==> src/rtl/seq_gen_01110_if.sv <==
// seq_gen_01110_if: request/status and dual-rail symbol bundle of the 01110 pattern transmitter
interface seq_gen_01110_if #(
    parameter int REP_W = 4
);
    logic             start;
    logic [REP_W-1:0] reps;
    logic             hold;
    logic             A;
    logic             B;
    logic             sym_vld;
    logic             last_bit;
    logic             busy;
    logic             done;
    modport master (output start, reps, hold, input A, B, sym_vld, last_bit, busy, done);
    modport slave (input start, reps, hold, output A, B, sym_vld, last_bit, busy, done);
endinterface

==> src/rtl/seq_gen_01110.sv <==
// seq_gen_01110: repeats a fixed pattern MSB-first on a dual-rail pair with idle gaps between copies
module seq_gen_01110 #(
    parameter int               PAT_W   = 5,
    parameter logic [PAT_W-1:0] PATTERN = 5'b01110,
    parameter int               GAP     = 2,
    parameter int               REP_W   = 4
) (
    input logic              clk,
    input logic              clr,
    seq_gen_01110_if.slave   bus
);
    localparam int IW = $clog2(PAT_W);
    localparam int GW = (GAP > 0) ? $clog2(GAP + 1) : 1;
    typedef enum logic [1:0] {S_IDLE, S_SEND, S_GAP, S_FIN} state_t;
    state_t           st, nst;
    logic [IW-1:0]    idx, nidx;
    logic [GW-1:0]    gcnt, ngcnt;
    logic [REP_W-1:0] rcnt, nrcnt;
    logic             stall, nstall, nvld;
    // stall marks the current cycle as held; position only advances on non-stalled cycles
    always_comb begin
        nst = st;
        nidx = idx;
        ngcnt = gcnt;
        nrcnt = rcnt;
        case (st)
            S_SEND: if (!stall) begin
                if (idx != '0) nidx = idx - 1'b1;
                else begin
                    nrcnt = rcnt - 1'b1;
                    nidx = IW'(PAT_W - 1);
                    ngcnt = '0;
                    nst = (rcnt == REP_W'(1)) ? S_FIN : (GAP > 0) ? S_GAP : S_SEND;
                end
            end
            S_GAP: if (!stall) begin
                ngcnt = gcnt + 1'b1;
                nidx = IW'(PAT_W - 1);
                nst = (gcnt == GW'(GAP - 1)) ? S_SEND : S_GAP;
            end
            default: begin
                nidx = IW'(PAT_W - 1);
                nrcnt = bus.reps;
                nst = !bus.start ? S_IDLE : (bus.reps != '0) ? S_SEND : S_FIN;
            end
        endcase
        nstall = bus.hold && (nst == S_SEND || nst == S_GAP);
        nvld = (nst == S_SEND) && !nstall;
    end
    always_ff @(posedge clk or negedge clr) begin
        if (!clr) begin
            st <= S_IDLE;
            idx <= '0;
            gcnt <= '0;
            rcnt <= '0;
            stall <= 1'b0;
            bus.A <= 1'b0;
            bus.B <= 1'b0;
            bus.sym_vld <= 1'b0;
            bus.last_bit <= 1'b0;
            bus.busy <= 1'b0;
            bus.done <= 1'b0;
        end else begin
            st <= nst;
            idx <= nidx;
            gcnt <= ngcnt;
            rcnt <= nrcnt;
            stall <= nstall;
            bus.A <= nvld && !PATTERN[nidx];
            bus.B <= nvld && PATTERN[nidx];
            bus.sym_vld <= nvld;
            bus.last_bit <= nvld && (nidx == '0);
            bus.busy <= (nst == S_SEND) || (nst == S_GAP);
            bus.done <= nst == S_FIN;
        end
    end
endmodule

==> src/flat_wrapper.sv <==
// flat-port wrapper written by rule: the top's interface ports become plain ports
module seq_gen_01110_flat 
#(
    parameter int               PAT_W   = 5,
    parameter logic [PAT_W-1:0] PATTERN = 5'b01110,
    parameter int               GAP     = 2,
    parameter int               REP_W   = 4
)
  (clk, clr, bus_start, bus_reps, bus_hold, bus_A, bus_B, bus_sym_vld, bus_last_bit, bus_busy, bus_done);
  seq_gen_01110_if #(.REP_W(REP_W)) bus_i ();
  input logic clk;
  input logic clr;
  input wire logic [$bits(bus_i.start)-1:0] bus_start;
  input wire logic [$bits(bus_i.reps)-1:0] bus_reps;
  input wire logic [$bits(bus_i.hold)-1:0] bus_hold;
  output wire logic [$bits(bus_i.A)-1:0] bus_A;
  output wire logic [$bits(bus_i.B)-1:0] bus_B;
  output wire logic [$bits(bus_i.sym_vld)-1:0] bus_sym_vld;
  output wire logic [$bits(bus_i.last_bit)-1:0] bus_last_bit;
  output wire logic [$bits(bus_i.busy)-1:0] bus_busy;
  output wire logic [$bits(bus_i.done)-1:0] bus_done;
  assign bus_i.start = bus_start;
  assign bus_i.reps = bus_reps;
  assign bus_i.hold = bus_hold;
  assign bus_A = bus_i.A;
  assign bus_B = bus_i.B;
  assign bus_sym_vld = bus_i.sym_vld;
  assign bus_last_bit = bus_i.last_bit;
  assign bus_busy = bus_i.busy;
  assign bus_done = bus_i.done;
  seq_gen_01110 #(.PAT_W(PAT_W), .PATTERN(PATTERN), .GAP(GAP), .REP_W(REP_W)) u_core (.clk(clk), .clr(clr), .bus(bus_i));
endmodule
==> config.mk <==
export PLATFORM = sky130hd
export DESIGN_NAME = seq_gen_01110_flat
export DESIGN_NICKNAME = d
export VERILOG_FILES = /design/src/rtl/seq_gen_01110_if.sv /design/src/rtl/seq_gen_01110.sv /design/src/flat_wrapper.sv
export SDC_FILE = /design/constraint.sdc
export NUM_CORES = 1
export LEC_CHECK = 0
export CAP_MARGIN = 20
export CELL_PAD_IN_SITES_DETAIL_PLACEMENT = 1
export CELL_PAD_IN_SITES_GLOBAL_PLACEMENT = 2
export CORE_UTILIZATION = 35
export DETAILED_ROUTE_END_ITERATION = 8
export GPL_TIMING_DRIVEN = 0
export PLACE_DENSITY_LB_ADDON = 0.1
export REMOVE_ABC_BUFFERS = 1
export SYNTH_ARGS = -nofsm -noshare
export SYNTH_HDL_FRONTEND = slang
export SYNTH_SLANG_ARGS = --single-unit
==> constraint.sdc <==
create_clock -name clk -period 4.6 [get_ports clk]
set_input_delay 0.92 -clock clk [delete_from_list [all_inputs] [get_ports clk]]
set_output_delay 0.92 -clock clk [all_outputs]
set_load 0.02 [all_outputs]
=== After elaboration in Yosys (flattened, before gate mapping) ===
Memory sizes are Yosys's and may differ from the RTL's.
Index checks and enable logic that the tools add are counted.

* Shifts and indexed selects: 0
* $lt $le $gt $ge: 1
* Add/subtract/negate cells: 3
* Equal/unequal tests: 10
* Bitwise gates (word level): 1
* Multiply operators: 0
* Div/mod/pow operators: 0
* Reduce and logical (&&, ||, !) cells: 14
* Muxes and demuxes: 20

{| class="wikitable"
|+ Operators by type and width
! operator !! number
|-
| $mux 2 || 9
|-
| $mux 3 || 3
|-
| $mux 4 || 2
|-
| $pmux 2 s2 || 2
|-
| $pmux 4 s2 || 1
|-
| $eq 2x1->1 const B || 3
|-
| $eq 2x2->1 const B || 3
|-
| $ne 2x2->1 const B || 3
|-
| $pmux 3 s2 || 1
|-
| $logic_and 1x1->1 || 5
|-
| $eq 4x1->1 const B || 1
|-
| $lt 3x4->1 const B || 1
|-
| $reduce_and 4->1 || 1
|-
| $reduce_bool 4->1 || 1
|-
| $sub 4x1->4 const B || 1
|-
| $logic_not 3->1 || 1
|-
| $reduce_and 3->1 || 1
|-
| $reduce_bool 3->1 || 1
|-
| $sub 3x1->3 const B || 1
|-
| $add 2x1->2 const B || 1
|-
| $logic_not 1->1 || 2
|-
| $mux 1 || 2
|-
| $reduce_bool 2->1 || 1
|-
| $logic_or 1x1->1 || 1
|-
| $not 1->1 || 1
|}

* Bits in latches: 0
* Word-level logic and storage cells: 61
* Memory bits (read-only): 8
* Bits of input ports: 8
* Output and inout bits: 6
* Memories: 1
* Memory bits (writable): 0
* Register bits: 18

{| class="wikitable"
|+ Memory list
! name !! depth !! bits a word !! rd ports !! clocked after memory_dff !! write ports !! line !! text
|-
| (no name shown) || 8 || 1 || 1 || 0 || 0 || seq_gen_01110.sv:69 || <nowiki>bus.A <= nvld && !PATTERN[nidx];</nowiki>
|}

=== Depth between registers and ports, before layout ===
Gate-level depths: netlist (run 1).

* Word-level depth: 11
* Gate-level depth with buffers: 9
* Gate-level depth less buffers: 9

=== Worst setup path before layout (run 1) ===
OpenSTA, ideal clock, no wires.

* Path type: flip-flop to flip-flop
* Start: reg u_core.idx[2]
* End: reg u_core.bus.B
* Arrival: 1.784 ns
* Stages on the path, launching flop included: 9
* Clock period less this slack: 1.872 ns
* Setup time: 0.088 ns
* Buffers on the path: 1
* Path slack: 2.728 ns
* Data required time: 4.512 ns
* Path through: dfrtp_1 buf_6 nor4_4 and3_1 o21ai_1 a21oi_1 ha_1 nand2b_1 nor3b_1

* Cells in the longest elaborated chain, start to end: 10
* Elaborated cells between the ends (all ways): 18
* Those cells by class: add/sub (1); eq/ne (2); mux (8); reduce/logical (6); memory (1)

{| class="wikitable"
|+ RTL lines
! what !! line !! text
|-
| from (decl) || seq_gen_01110.sv:16 || <nowiki>logic [IW-1:0] idx, nidx;</nowiki>
|-
| from (signal assigned) || seq_gen_01110.sv:65 || <nowiki>idx <= nidx;</nowiki>
|-
| $reduce_bool 3->1 * || seq_gen_01110.sv:28 || <nowiki>if (idx != '0) nidx = idx - 1'b1;</nowiki>
|-
| $mux 2 * || seq_gen_01110.sv:28 ||
|-
| $mux 2 * || seq_gen_01110.sv:27 || <nowiki>S_SEND: if (!stall) begin</nowiki>
|-
| $pmux 2 s2 * || seq_gen_01110.sv:26 || <nowiki>case (st)</nowiki>
|-
| net u_core.nst[0] || seq_gen_01110.sv:15 || <nowiki>state_t st, nst;</nowiki>
|-
| $eq 2x1->1 or $eq 2x2->1 (tied branches) || seq_gen_01110.sv:47, seq_gen_01110.sv:48 ||
|-
| $logic_or 1x1->1 || seq_gen_01110.sv:47 || <nowiki>nstall = bus.hold && (nst == S_SEND || nst == S_GAP);</nowiki>
|-
| $logic_and 1x1->1 || seq_gen_01110.sv:47 ||
|-
| $logic_not 1->1 || seq_gen_01110.sv:48 || <nowiki>nvld = (nst == S_SEND) && !nstall;</nowiki>
|-
| $logic_and 1x1->1 * || seq_gen_01110.sv:48 ||
|-
| $logic_and 1x1->1 * || seq_gen_01110.sv:70 || <nowiki>bus.B <= nvld && PATTERN[nidx];</nowiki>
|-
| to (signal assigned) || seq_gen_01110.sv:70 ||
|-
| to (decl) || seq_gen_01110_if.sv:15 || <nowiki>modport slave (input start, reps, hold, output A, B, sym_vld, last_bit, busy, done);</nowiki>
|}

Mark *: on every way through the listed nets, which the timed path passes. The rest lies on a longest branch. The select of a mux whose other input is x is not followed.
A chain may end at the register's enable or synchronous reset.

=== Final worst setup path (run 1) ===
* Start: reg u_core.stall
* End: reg u_core.bus.last_bit

* Cells in the longest elaborated chain, start to end: 8
* Elaborated cells between the ends (all ways): 14
* Those cells by class: eq/ne (2); mux (6); reduce/logical (6)

{| class="wikitable"
|+ RTL lines
! what !! line !! text
|-
| from (decl) || seq_gen_01110.sv:19 || <nowiki>logic stall, nstall, nvld;</nowiki>
|-
| from (signal assigned) || seq_gen_01110.sv:68 || <nowiki>stall <= nstall;</nowiki>
|-
| $mux 2, on equally long branches || seq_gen_01110.sv:36, seq_gen_01110.sv:27 ||
|-
| $pmux 2 s2 * || seq_gen_01110.sv:26 ||
|-
| net u_core.nst[0] || seq_gen_01110.sv:15 ||
|-
| $eq 2x1->1 or $eq 2x2->1 (tied branches) || seq_gen_01110.sv:47, seq_gen_01110.sv:48 ||
|-
| $logic_or 1x1->1 || seq_gen_01110.sv:47 ||
|-
| $logic_and 1x1->1 || seq_gen_01110.sv:47 ||
|-
| $logic_not 1->1 || seq_gen_01110.sv:48 ||
|-
| $logic_and 1x1->1 * || seq_gen_01110.sv:48 ||
|-
| $logic_and 1x1->1 * || seq_gen_01110.sv:72 || <nowiki>bus.last_bit <= nvld && (nidx == '0);</nowiki>
|-
| to (signal assigned) || seq_gen_01110.sv:72 ||
|-
| to (decl) || seq_gen_01110_if.sv:15 ||
|}

Mark *: on every way through the listed nets, which the timed path passes. The rest lies on a longest branch.

==> flow_summary.toml, run 1 <==
[sta]
worst_slack_ns = 2.20
tightestPinTransition_ns = 0.850
grt_setup_unrepaired = "false"
finalSetupViolCount = 0
setup_tns_ns = 0
skew_ns = 0.0123
finalHoldViolations = 0
holdWs_ns = 0.541
fin_crit_sh_pct = 52.2
maxSlewHeadroom_pct = 43.1
fmax_mhz = 417
slew_violations = 0
layout_min_cycle_time_ns = 2.40

[yosys]
ys_types = 34
avgSynthCellArea_sq_um = 9.53
synth-compound-area-share_pct = 22.2
synth.cell_area_sq_mm = 0.00102
synth.most_common_cell = "dfrtp_1"
synth_edf_count = 0
synth_mux_area_share_pct = 1.10
yosys.area_share.adder_pct = 8.59
synthArstFlopShare_pct = 100
netlist.area_leader.share_pct = 44.2
yosysSeqAreaShare_pct = 44.2
synthXorXnorAreaFrac_pct = 0
synthSimpleGateAreaFrac_pct = 17.7
yosysTopAreaCell = "dfrtp_1"
synth_top_family_by_area = "compound AO/OA/AOI/OAI gates"
synthFlopType = "dfrtp_1"
synth_area_leaders = "dfrtp_1 (44%), ha_1 (8.6%), a21oi_1 (4.9%)"
synth_warnings = 0
synth_cells = 107
ys_ff_latch = 18
ys_top_cells_by_count = "dfrtp_1 (18), a21oi_1 (10), nand2_1 (10), nor2_1 (10)"

[placed_design]
place_ws_ns = 2.14
place.gp.congestion = 0.673
place_inst = 144
dpl.hpwl_um = 1610
io_buffers = 13

[power_and_ir_drop]
p_per_area_mw_per_mm2 = 755
ir_drop_uv = 406
power.static_leakage_uw = 0.000515

[critical_path]
cp_max_fo = 15
critical_path_class = "flop to flop"
crit_path_end_kind = "flop"
critPathArrivalTime_ns = 2.61
start_kind = "flop"
crit_required_ns = 4.81

[clock_tree]
clock_latency_ns = 0.30
htreeDepth = 1
cts_buffers = 3
clk_pin_slew_ns = 0.12
ctsResizeCount = 0
cts_tree = "yes"
cts.path.max_buffers = 2
cts_setup_buffers = 0
cts-hold-fix-buffers = 0
cts_sinks = 18
clockRootBuffer = "clkbuf_4"

[final_layout]
fillers = 339
antennaDiodeCount = 0
layout.nets = 133
postLayoutCoreUtil_pct = 43.1
final_cells = 148
drive_above_1_share_pct = 5.98
areaGrowthSynthToFinish_pct = 16.4

[global_routing]
use_met1_pct = 21.8
antenna_found_initial = 0
grtUsageMet2_pct = 25.5
grt_pass1_wl_um = 3990
grt_util_met3_pct = 2.33
grt_max_degree = 23
grt.busiest_layer = "met2"
grt_overflow = 0
grt_pass1_vias = 880
grt_usage_pct = 16.1

[die]
io_pins = 14
start_util_pct = 37.0
dieArea_sq_mm = 0.00313
rows = 19
die_height_um = 56.0
die_width_um = 56.0
core_sq_mm = 0.00276

[routing]
drc = 0
dr.pass1.iters = 4
antenna_left = 0
vias = 815
via_per_inst = 5.51
wl_per_cell_um = 14.7
wirelength_um = 2180
drt_iter0_drc = 18

[run]
drv_cap = 0

[run_status]
outcome = "complete, no violations"

[worst_hold_path]
hold_class = "flop to flop"
cells by family after synthesis:
| group | Yosys count |
|---|---|
| simple gates | 35 |
| compound gates | 32 |
| flops | 18 |
| buf+inv | 14 |
| fa+ha+maj | 7 |
| mux | 1 |
worst paths after layout:
| check | slack (ns) | start | cells past startpoint | endpoint |
|---|---|---|---|---|
| min | 0.54 | u_core.rcnt[1] | 1 | u_core.rcnt[1] |
| max reg2reg | 2.20 | u_core.stall | 7 | u_core.bus.last_bit |
| max in group asynchronous | 2.98 | clr | 1 | u_core.bus.A |
| min in group asynchronous | 1.08 | clr | 1 | u_core.gcnt[0] |
| max | 2.20 | u_core.stall | 7 | u_core.bus.last_bit |
| min reg2reg | 0.54 | u_core.rcnt[1] | 1 | u_core.rcnt[1] |
worst max-delay path, cell delays in order, from the launching register on:
cell and delay (ns):
dfrtp_1 0.58, nor4_4 0.64, and3_1 0.26, o21ai_1 0.06, a21oi_1 0.26, ha_1 0.20, nand2b_1 0.10, nor3_1 0.20
report_power, final:
group | switching, uW | internal, uW
Clock | 53.3 | 48.3
Combinational | 283 | 210
Sequential | 75.2 | 227
metrics by stage:
step                area (sq um)  total power (uW)
floorplan                    982               654
global placement            1150               784
detailed placement          1150               803
CTS                         1190               908
global route                1190               989
finish                      1190               897
state kept, by name, summed over array words and instances (netlist names):
register	flops
u_core.bus.A	1
u_core.bus.done	1
u_core.bus.B	1
u_core.idx	3
u_core.rcnt	4
u_core.st	2
u_core.bus.sym_vld	1
u_core.bus.busy	1
u_core.bus.last_bit	1
u_core.stall	1
u_core.gcnt	2
per-layer routing:
layer / vias up / wire length, um / share of wire [%]
li1: 403 / - / -
met5: - / 0 / 0
met4: 0 / 42 / 1.9
met2: 11 / 1020 / 47
met3: 5 / 48 / 2.2
met1: 396 / 1070 / 49
cells in the final DEF (no fill, tap or decap), drive strengths merged, types with 2 or more instances in the layout:
| master | Yosys | routed |
|---|---|---|
| a21oi | 10 | 10 |
| a22o | 2 | 2 |
| a31oi | 2 | 2 |
| a41oi | 3 | 3 |
| clkbuf | 4 | 4 |
| clkdlybuf4s50 | 0 | 13 |
| dfrtp | 18 | 18 |
| ha | 7 | 7 |
| inv | 7 | 7 |
| nand2 | 10 | 10 |
| nand2b | 2 | 2 |
| nor2 | 10 | 10 |
| nor2b | 2 | 2 |
| nor3 | 4 | 4 |
| nor4 | 2 | 2 |
| o211ai | 2 | 2 |
| o21ai | 3 | 3 |
| o22a | 4 | 4 |
final cells by class:
class / count / area, sq um / area share [%]
clock buffer: 4 / 36.3 / 3.06
sequential: 18 / 450 / 37.9
timing repair buffer: 13 / 130 / 11.0
inverter: 7 / 26.3 / 2.21
multi-input combinational: 75 / 505 / 42.6
tap: 31 / 38.8 / 3.27
(Power assumes the default switching activity.)
==> run 2: changes to the inputs <==
--- a/config.mk
+++ b/config.mk
@@ -8,7 +8,7 @@
 export CAP_MARGIN = 20
 export CELL_PAD_IN_SITES_DETAIL_PLACEMENT = 1
 export CELL_PAD_IN_SITES_GLOBAL_PLACEMENT = 2
-export CORE_UTILIZATION = 35
+export CORE_UTILIZATION = 33
 export DETAILED_ROUTE_END_ITERATION = 8
 export GPL_TIMING_DRIVEN = 0
 export PLACE_DENSITY_LB_ADDON = 0.1
==> constraint.sdc (replaced) <==
create_clock -name clk -period 2.5 [get_ports clk]
set_input_delay 0.5 -clock clk [delete_from_list [all_inputs] [get_ports clk]]
set_output_delay 0.5 -clock clk [all_outputs]
set_load 0.02 [all_outputs]
==> flow_summary.toml, run 2 (synthesis gave the netlist of run 1 again) <==
[final_layout]
reg.largest.list = "u_core.rcnt x4, u_core.idx x3"
largest_reg_flops = 4
layout_commonest_cell = "dfrtp_1"
fin_area_sq_mm = 0.00121
drive_above_1_share_pct = 8.33
seqCellArea_sq_um = 450
final_cells = 151
antennaDiodeCount = 0
areaGrowthSynthToFinish_pct = 18.7
regMostFlops = "u_core.rcnt"
fillers = 354
multi_input_area_sq_um = 505
layout.nets = 136
final_cell_mix = "dfrtp_1 (18), clkdlybuf4s50_1 (13), nand2_1 (10), a21oi_1 (10), nor2_1 (10)"

[sta]
slew_violations = 0
skew_ns = 0.0123
finalHoldViolations = 0
finalSetupViolCount = 0
grt_setup_unrepaired = "false"
setup_tns_ns = 0
fmax_mhz = 463
tightestPinTransition_ns = 0.819
fin_crit_sh_pct = 86.3
layout_min_cycle_time_ns = 2.16
maxSlewHeadroom_pct = 45.3
holdWs_ns = 0.543

[worst_hold_path]
hold_class = "flop to flop"
hp-start = "u_core.rcnt[1]"
hold_end = "u_core.rcnt[1]"
min_path_cells = 1

[critical_path]
reg2reg_from = "u_core.stall"
critical_path_class = "flop to flop"
r2r_slack_ns = 0.34
reg2regPathDepth = 7
cp_max_fo = 15
crit_required_ns = 2.70
start_kind = "flop"
crit_path_end_kind = "flop"
critPathArrivalTime_ns = 2.36
worstReg2RegEnd = "u_core.bus.A"

[die]
dieArea_sq_mm = 0.00332
start_util_pct = 35.7
core_sq_mm = 0.00285
die_width_um = 57.6
rows = 19
die_height_um = 57.6
io_pins = 14

[placed_design]
dpl.hpwl_um = 1590
io_buffers = 13
place_inst = 144
place.gp.congestion = 0.725
place_area_sq_mm = 0.00115

[power_and_ir_drop]
switchingPower_uw = 752
p_per_area_mw_per_mm2 = 1390
switching_share_pct = 44.9
ir_drop_uv = 524
power.internal_uw = 924
pwr-share-clk_pct = 10.7
power_frac_comb_pct = 56.0
pwr-share-seq_pct = 33.3
power.static_leakage_uw = 0.000530

[clock_tree]
cts_buffers = 3
cts_tree = "yes"
clock_latency_ns = 0.29
cts.path.max_buffers = 2
htreeDepth = 1
ctsResizeCount = 0
cts_sinks = 18
clockRootBuffer = "clkbuf_4"
clk_pin_slew_ns = 0.11

[global_routing]
grt_overflow = 0
grt_pass1_wl_um = 4020
grt_max_degree = 23
grt_pass1_vias = 895
antenna_found_initial = 0
grt_usage_pct = 15.8

[run]
drv_cap = 0

[routing]
drt_iter0_drc = 13
dr.pass1.iters = 4
antenna_left = 0
wirelength_um = 2260
wl_per_cell_um = 14.9
via_per_inst = 5.36
vias = 809
drc = 0

[run_status]
outcome = "complete, no violations"
## run 2: cell types whose count changed in the layout (fill, tap and decap cells not counted), sizes merged
cell  previous run  this run
buf              0         3
## run 2: what timing repair did
| action | in CTS | in global routing |
|---|---|---|
| setup endpoints to repair | 0 | 5 |
| buffers inserted | 0 | 3 |
| hold buffers | 0 | 0 |
## run 2: cell type report
cell class	instances	area share, %
inverter	7	2.17
multi-input combinational	75	41.8
timing repair buffer	16	12.6
sequential	18	37.2
tap	31	3.21
clock buffer	4	3.00
## run 2: how the worst max path moves through the flow
stage	slack (ns)	depth (start not counted)	to	from
4_1_cts	0.03	7	u_core.bus.A	u_core.stall
6_report	0.34	7	u_core.bus.A	u_core.stall
5_1_grt	0.07	7	u_core.bus.B	u_core.st[1]
3_3_place_gp	0.06	7	u_core.bus.B	u_core.stall
3_5_place_dp	0.06	7	u_core.bus.A	u_core.stall
2_1_floorplan	0.53	7	u_core.bus.B	u_core.stall
## run 2: metal layers
| layer | share of wire (%) | up-vias | track usage (%) |
|---|---|---|---|
| met5 | 0 | - | 0 |
| met4 | 0.71 | 0 | 3.48 |
| met3 | 2.0 | 2 | 4.54 |
| met2 | 49 | 6 | 27.2 |
| met1 | 49 | 393 | 19.5 |
| li1 | - | 408 | - |
## run 2: metrics by stage
stage	utilization [%]	setup slack (ns)	power, uW
2_1_floorplan	-	0.527	1200
3_3_place_gp	40.4	0.0600	1450
3_5_place_dp	40.4	0.0624	1470
4_1_cts	41.6	0.0266	1660
5_1_grt	42.4	0.0714	1870
6_report	42.4	0.342	1680
## run 2: power groups by stage
| stage | clock network (uW) | registers [uW] | logic, uW |
|---|---|---|---|
| floorplan | 0 | 567 | 635 |
| global placement | 0 | 561 | 884 |
| detailed placement | 0 | 564 | 904 |
| CTS | 193 | 559 | 908 |
| global route | 202 | 578 | 1090 |
| finish | 179 | 558 | 939 |
## run 2: critical path, stage by stage, from the launching register on
cell and delay [ns]:
dfrtp_1 0.58, nor4_4 0.36, and3_1 0.27, o21ai_1 0.07
a21oi_1 0.27, ha_1 0.21, nand2b_1 0.11, a41oi_1 0.19
==> RTL change 1, RTL diff (settings of run 1) <==
`REP_W` is set to 4 in 3 places; all go to 5.
--- a/src/rtl/seq_gen_01110_if.sv
+++ b/src/rtl/seq_gen_01110_if.sv
@@ -1,6 +1,6 @@
 // seq_gen_01110_if: request/status and dual-rail symbol bundle of the 01110 pattern transmitter
 interface seq_gen_01110_if #(
-    parameter int REP_W = 4
+    parameter int REP_W = 5
 );
     logic             start;
     logic [REP_W-1:0] reps;
--- a/src/rtl/seq_gen_01110.sv
+++ b/src/rtl/seq_gen_01110.sv
@@ -3,7 +3,7 @@
     parameter int               PAT_W   = 5,
     parameter logic [PAT_W-1:0] PATTERN = 5'b01110,
     parameter int               GAP     = 2,
-    parameter int               REP_W   = 4
+    parameter int               REP_W   = 5
 ) (
     input logic              clk,
     input logic              clr,
--- a/src/flat_wrapper.sv
+++ b/src/flat_wrapper.sv
@@ -4,7 +4,7 @@
     parameter int               PAT_W   = 5,
     parameter logic [PAT_W-1:0] PATTERN = 5'b01110,
     parameter int               GAP     = 2,
-    parameter int               REP_W   = 4
+    parameter int               REP_W   = 5
 )
   (clk, clr, bus_start, bus_reps, bus_hold, bus_A, bus_B, bus_sym_vld, bus_last_bit, bus_busy, bus_done);
   seq_gen_01110_if #(.REP_W(REP_W)) bus_i ();
Ports: changed (resized bus_reps); port bits go from 14 to 15. No check against the original RTL was run, so the function may have changed too.
==> RTL change 1 against run 1 <==
  * Sequential power rose by 11%
  * Largest cell class unchanged
  * Synthesized area rose by 14%
  * Power grew 13%
  * Synthesized cell count grew 4.7%
  * Maximum frequency decreased by 12%
  * Routed wire length increased by 27%
  * Worst setup slack worse by 0.33 ns
  * Design area is 14% higher
  * Sequential cell count rose by 1
  * Clock power shrank 12%
==> RTL change 1: results (changes against run 1) <==
status=completed (unchanged); share of cells above drive strength 1=0.1048 (was 0.05983); HP Class=register to register (unchanged); starting DRC count in detailed routing=38 (was 18); largest net degree at the start of global routing=24 (was 23); Overall Power=1.009 mW (was 0.8966 mW); vias in the first global route=917 (was 880); hold slack=0.5533 ns (was 0.5407 ns); post-synthesis sequential area ratio=0.4095 (was 0.4417); r2r setup slk=1.95 ns (was 2.20 ns); vias=934 (was 815); Synth area leaders=dfrtp_1 41%, ha_1 7.5%, nor2b_1 2.7%, a21oi_1 2.6%, mux2i_1 2.6% (was dfrtp_1 44%, ha_1 8.6%, a21oi_1 4.9%, nand2_1 3.7%, nor2_1 3.7%); highest-delay cell along the critical path=or4b_1 (was nor4_4); Post-DP Area=0.001330 mm2 (was 0.001151 mm2); met3 usage=0.02402 (was 0.02326); Layout Skew=0.004386 ns (was 0.01226 ns); fin crit period=2.729 ns (was 2.400 ns); leading registers by flop count=u_core.rcnt x5, u_core.idx x3 (was u_core.rcnt x4, u_core.idx x3); Power Internal=0.5342 mW (was 0.4854 mW); Layout Cells excl Fill=168 (was 148); CP Max Fanout=3 (was 15); port buffer count=14 (was 13); Post-DP HPWL=1947 um (was 1606 um); GRT met1 Usage=0.2415 (was 0.2183); Slew HR=0.3891 (was 0.4313); share of power burned in registers=0.332 (was 0.337); top post-synthesis cells by count=19 x dfrtp_1, 8 x inv_1, 7 x ha_1, 6 x a21oi_1, 6 x nand2_1 (was 18 x dfrtp_1, 10 x a21oi_1, 10 x nand2_1, 10 x nor2_1); synth unique cells=46 (was 34); critical path type=input port to register (was register to register); Total Wirelength=2773 um (was 2182 um); power in the clock group=0.0893 mW (was 0.102 mW); Placed Instances=164 (was 144); hold_sp=u_core.gcnt[1]$_DFFE_PN0P_ (was u_core.rcnt[1]$_DFFE_PN0P_); all-layer global routing usage=0.1728 (was 0.1614); critical path startpoint=bus_reps[4] (was u_core.stall$_DFF_PN0_); slowest stage delay, CP=0.56 ns (was 0.64 ns); first-pass GRT wire length=4450 um (was 3988 um); top sig layer=met4 (unchanged); hold worst-path end=u_core.gcnt[1]$_DFFE_PN0P_ (was u_core.rcnt[1]$_DFFE_PN0P_); P_leak=0.5604 nW (was 0.5148 nW); R2R cell count=8 (was 7); met2 routed WL=1278 um (was 1024 um); met1 WL=1396 um (was 1067 um); Resized Gates After CTS=0 (unchanged); Worst setup endpoint=u_core.bus.B$_DFF_PN0_ (was u_core.bus.last_bit$_DFF_PN0_); pre-CTS WS=1.540 ns (was 2.143 ns); met3 WL=57 um (was 48 um); VDD IR max=324.9 uV (was 405.9 uV); worst path arrival time=2.93 ns (was 2.61 ns); synthesized area per cell=10.37 um2 (was 9.530 um2)
[RTL change 1: cell count changes after synthesis, sizes merged, moves of 3 or more]
cell	before	now
o21ai	3	8
nor2	10	5
nand2	10	6
mux2i	0	3
a21oi	10	6
nor2b	2	5
nor3	4	1
o22a	4	1
[RTL change 1: logic make-up (layout without fill, tap and decap cells)]
kind of cell / after synthesis / after routing / share of synthesized area
AO/OA/AOI/OAI: 34 / 34 / 0.2511
adder cells (fa/ha/maj): 7 / 7 / 0.07543
buffers and inverters: 14 / 26 / 0.04849
flip-flops: 19 / 19 / 0.4095
multiplexers: 4 / 4 / 0.03556
AND/OR/NAND/NOR: 34 / 34 / 0.1800
[RTL change 1: layout make-up]
cell class | instances | area, um2
Fill cell | 377 | 1747
Multi-Input combinational cell | 79 | 629.4
Sequential cell | 19 | 475.5
Timing Repair Buffer | 14 | 140.1
Tap cell | 44 | 55.05
Inverter | 8 | 30.03
Clock buffer | 4 | 26.28
==> RTL change 2, RTL diff (flow settings as in run 1) <==
Without the edit above. Encoding of `state_t`: now one-hot (4 bits for 4 states).
--- a/src/rtl/seq_gen_01110.sv
+++ b/src/rtl/seq_gen_01110.sv
@@ -11,7 +11,7 @@
 );
     localparam int IW = $clog2(PAT_W);
     localparam int GW = (GAP > 0) ? $clog2(GAP + 1) : 1;
-    typedef enum logic [1:0] {S_IDLE, S_SEND, S_GAP, S_FIN} state_t;
+    typedef enum logic [3:0] {S_IDLE = 4'b0001, S_SEND = 4'b0010, S_GAP = 4'b0100, S_FIN = 4'b1000} state_t;
     state_t           st, nst;
     logic [IW-1:0]    idx, nidx;
     logic [GW-1:0]    gcnt, ngcnt;
Function: no difference found for any inputs over 10 cycles, from zero or initial values; not proved beyond that.
==> RTL change 2 against run 1 <==
  * Count of clock-buffer cells in the layout stayed put
  * Sequential cell count is 2 higher
  * Power is 14% lower
  * Combinational power is 25% lower
  * Synthesized area is 3.3% higher
  * Critical path depth is 3 lower
  * Routed wire length is 5.6% higher
  * Worst setup slack better by 0.017 ns
  * Design area is 3.6% higher
  * Cell count is 2.0% lower
  * Clock power is 11% lower
  * Register-to-register slack better by 0.49 ns
  * Critical endpoint is now u_core.bus.A$_DFF_PN0_
==> RTL change 2: results (changes against run 1) <==
Pre-antenna DRT Iters=4 (unchanged); Total Wirelength=2305 um (was 2182 um); prevailing post-synth register cell=dfrtp_1 (unchanged); setup repair bufs after CTS=0 (unchanged); mux contribution to synthesized area=0.009501 (was 0.01104); P_leak=0.4950 nW (was 0.5148 nW); Slew HR=0.3568 (was 0.4313); Synth area leaders=dfrtp_1 45%, nor2_1 5.0%, nor4b_2 4.3%, ha_1 3.6%, or4b_1 2.9% (was dfrtp_1 44%, ha_1 8.6%, a21oi_1 4.9%, nand2_1 3.7%, nor2_1 3.7%); pre-CTS WS=1.885 ns (was 2.143 ns); top post-synthesis cells by count=19 x dfrtp_1, 14 x nor2_1, 5 x inv_1, 5 x o21ai_0 (was 18 x dfrtp_1, 10 x a21oi_1, 10 x nand2_1, 10 x nor2_1); H-Tree Depth=1 (unchanged); share of cells above drive strength 1=0.1228 (was 0.05983); antenna violations before repair=0 (unchanged); worst path arrival time=2.54 ns (was 2.61 ns); worst flop-to-flop path endpoint=u_core.bus.last_bit$_DFF_PN0_ (unchanged); Placed Instances=141 (was 144); CP Max Fanout=7 (was 15); slowest stage delay, CP=0.60 ns (was 0.64 ns); clock latency on the worst-skew pair=0.30 ns (about the same); first-pass GRT wire length=3919 um (was 3988 um); Yosys warning count=0 (unchanged); Post-DP Area=0.001204 mm2 (was 0.001151 mm2); met1 WL=1174 um (was 1067 um); VDD IR max=305.9 uV (was 405.9 uV); vias in the first global route=789 (was 880); adder-cell share of the synthesized area=0.03563 (was 0.08589); all-layer global routing usage=0.1633 (was 0.1614); clk buf depth=2 (unchanged); met3 WL=58 um (was 48 um); highest-delay cell along the critical path=or4_1 (was nor4_4); Compound-Gate Fraction of Synth Area=0.1900 (was 0.2221); R2R cell count=4 (was 7); Post-Synthesis Cells=100 (was 107); Vias per Instance=5.579 (was 5.507); CTS root buf=clkbuf_4 (unchanged); worst setup margin=2.217 ns (was 2.200 ns); met2 routed WL=1055 um (was 1024 um); status=completed (unchanged); leading registers by flop count=u_core.rcnt x4, u_core.st x4, u_core.idx x3 (was u_core.rcnt x4, u_core.idx x3); GPL Wtd Cong=0.7060 (was 0.6732); Net Sw Frac=0.4334 (was 0.4586); Post-DP HPWL=1683 um (was 1606 um); critical path startpoint=bus_reps[0] (was u_core.stall$_DFF_PN0_); fill cell count=327 (was 339); Layout Cells excl Fill=145 (was 148); largest net degree at the start of global routing=21 (was 23); Inserted Clock Buffers=3 (unchanged); Synth Area in XOR/XNOR=0.008314 (was 0); top-area cell type share of the netlist area=0.4513 (was 0.4417); Layout Skew=0.01066 ns (was 0.01226 ns); post-synthesis sequential area ratio=0.4762 (was 0.4417); worst r2r src=u_core.st[3]$_DFF_PN0_ (was u_core.stall$_DFF_PN0_); Layout Nets=126 (was 133); starting DRC count in detailed routing=17 (was 18); port buffer count=13 (unchanged); Clock Pin Slew Worst Setup and Hold Paths=0.13 ns; Worst setup endpoint=u_core.bus.A$_DFF_PN0_ (was u_core.bus.last_bit$_DFF_PN0_); synth unique cells=39 (was 34); r2r setup slk=2.69 ns (was 2.20 ns)
## RTL change 2: changes by cell type after synthesis, sizes merged, moves of 3 or more
cell	change
a21oi	-6
nand2	-5
o21ai	+5
ha	-4
nor2	+4
a41oi	-3
nor4b	+3
or4b	+3
## RTL change 2: power by group through the flow
stage / sequential [mW] / combinational, mW / clock [mW]
CTS: 0.305 / 0.375 / 0.0964
floorplan: 0.312 / 0.253 / 0
detailed placement: 0.308 / 0.373 / 0
global placement: 0.306 / 0.365 / 0
finish: 0.304 / 0.372 / 0.0907
global route: 0.315 / 0.415 / 0.0997
## RTL change 2: cell type report
| class | count | area (um2) | share of cell area |
|---|---|---|---|
| multi-input combinational | 71 | 510.5 | 0.4151 |
| sequential | 20 | 501.7 | 0.4079 |
| inverter | 6 | 22.52 | 0.01831 |
| tap | 31 | 38.79 | 0.03154 |
| timing repair buffer | 13 | 130.1 | 0.1058 |
| clock buffer | 4 | 26.28 | 0.02136 |
## RTL change 2: worst min path at each step
stage | startpoint | end | slack, ns | cells past startpoint
after global placement | u_core.gcnt[0]$_DFFE_PN0P_ | u_core.gcnt[0]$_DFFE_PN0P_ | 0.49 | 1
after CTS | u_core.gcnt[0]$_DFFE_PN0P_ | u_core.gcnt[0]$_DFFE_PN0P_ | 0.52 | 1
after floorplan | u_core.gcnt[0]$_DFFE_PN0P_ | u_core.gcnt[0]$_DFFE_PN0P_ | 0.47 | 1
final | u_core.gcnt[0]$_DFFE_PN0P_ | u_core.gcnt[0]$_DFFE_PN0P_ | 0.52 | 1
after global routing | u_core.gcnt[0]$_DFFE_PN0P_ | u_core.gcnt[0]$_DFFE_PN0P_ | 0.55 | 1
after detailed placement | u_core.gcnt[0]$_DFFE_PN0P_ | u_core.gcnt[0]$_DFFE_PN0P_ | 0.51 | 1
## RTL change 2: cells by family (layout without fill, tap and decap cells)
kind of cell	Yosys count	in the layout
and+or+nand+nor	39	39
xor gates and xnor gates	1	1
buffers and inverters	9	23
DFF	20	20
adders and majority gates	3	3
muxes	1	1
AOI/OAI and AO/OA	27	27
## RTL change 2: layer usage
layer | up-vias | track usage
li1 | 393 | -
met1 | 406 | 0.2327
met2 | 8 | 0.2432
met3 | 2 | 0.03226
met4 | 0 | 0.06272
met5 | - | 0
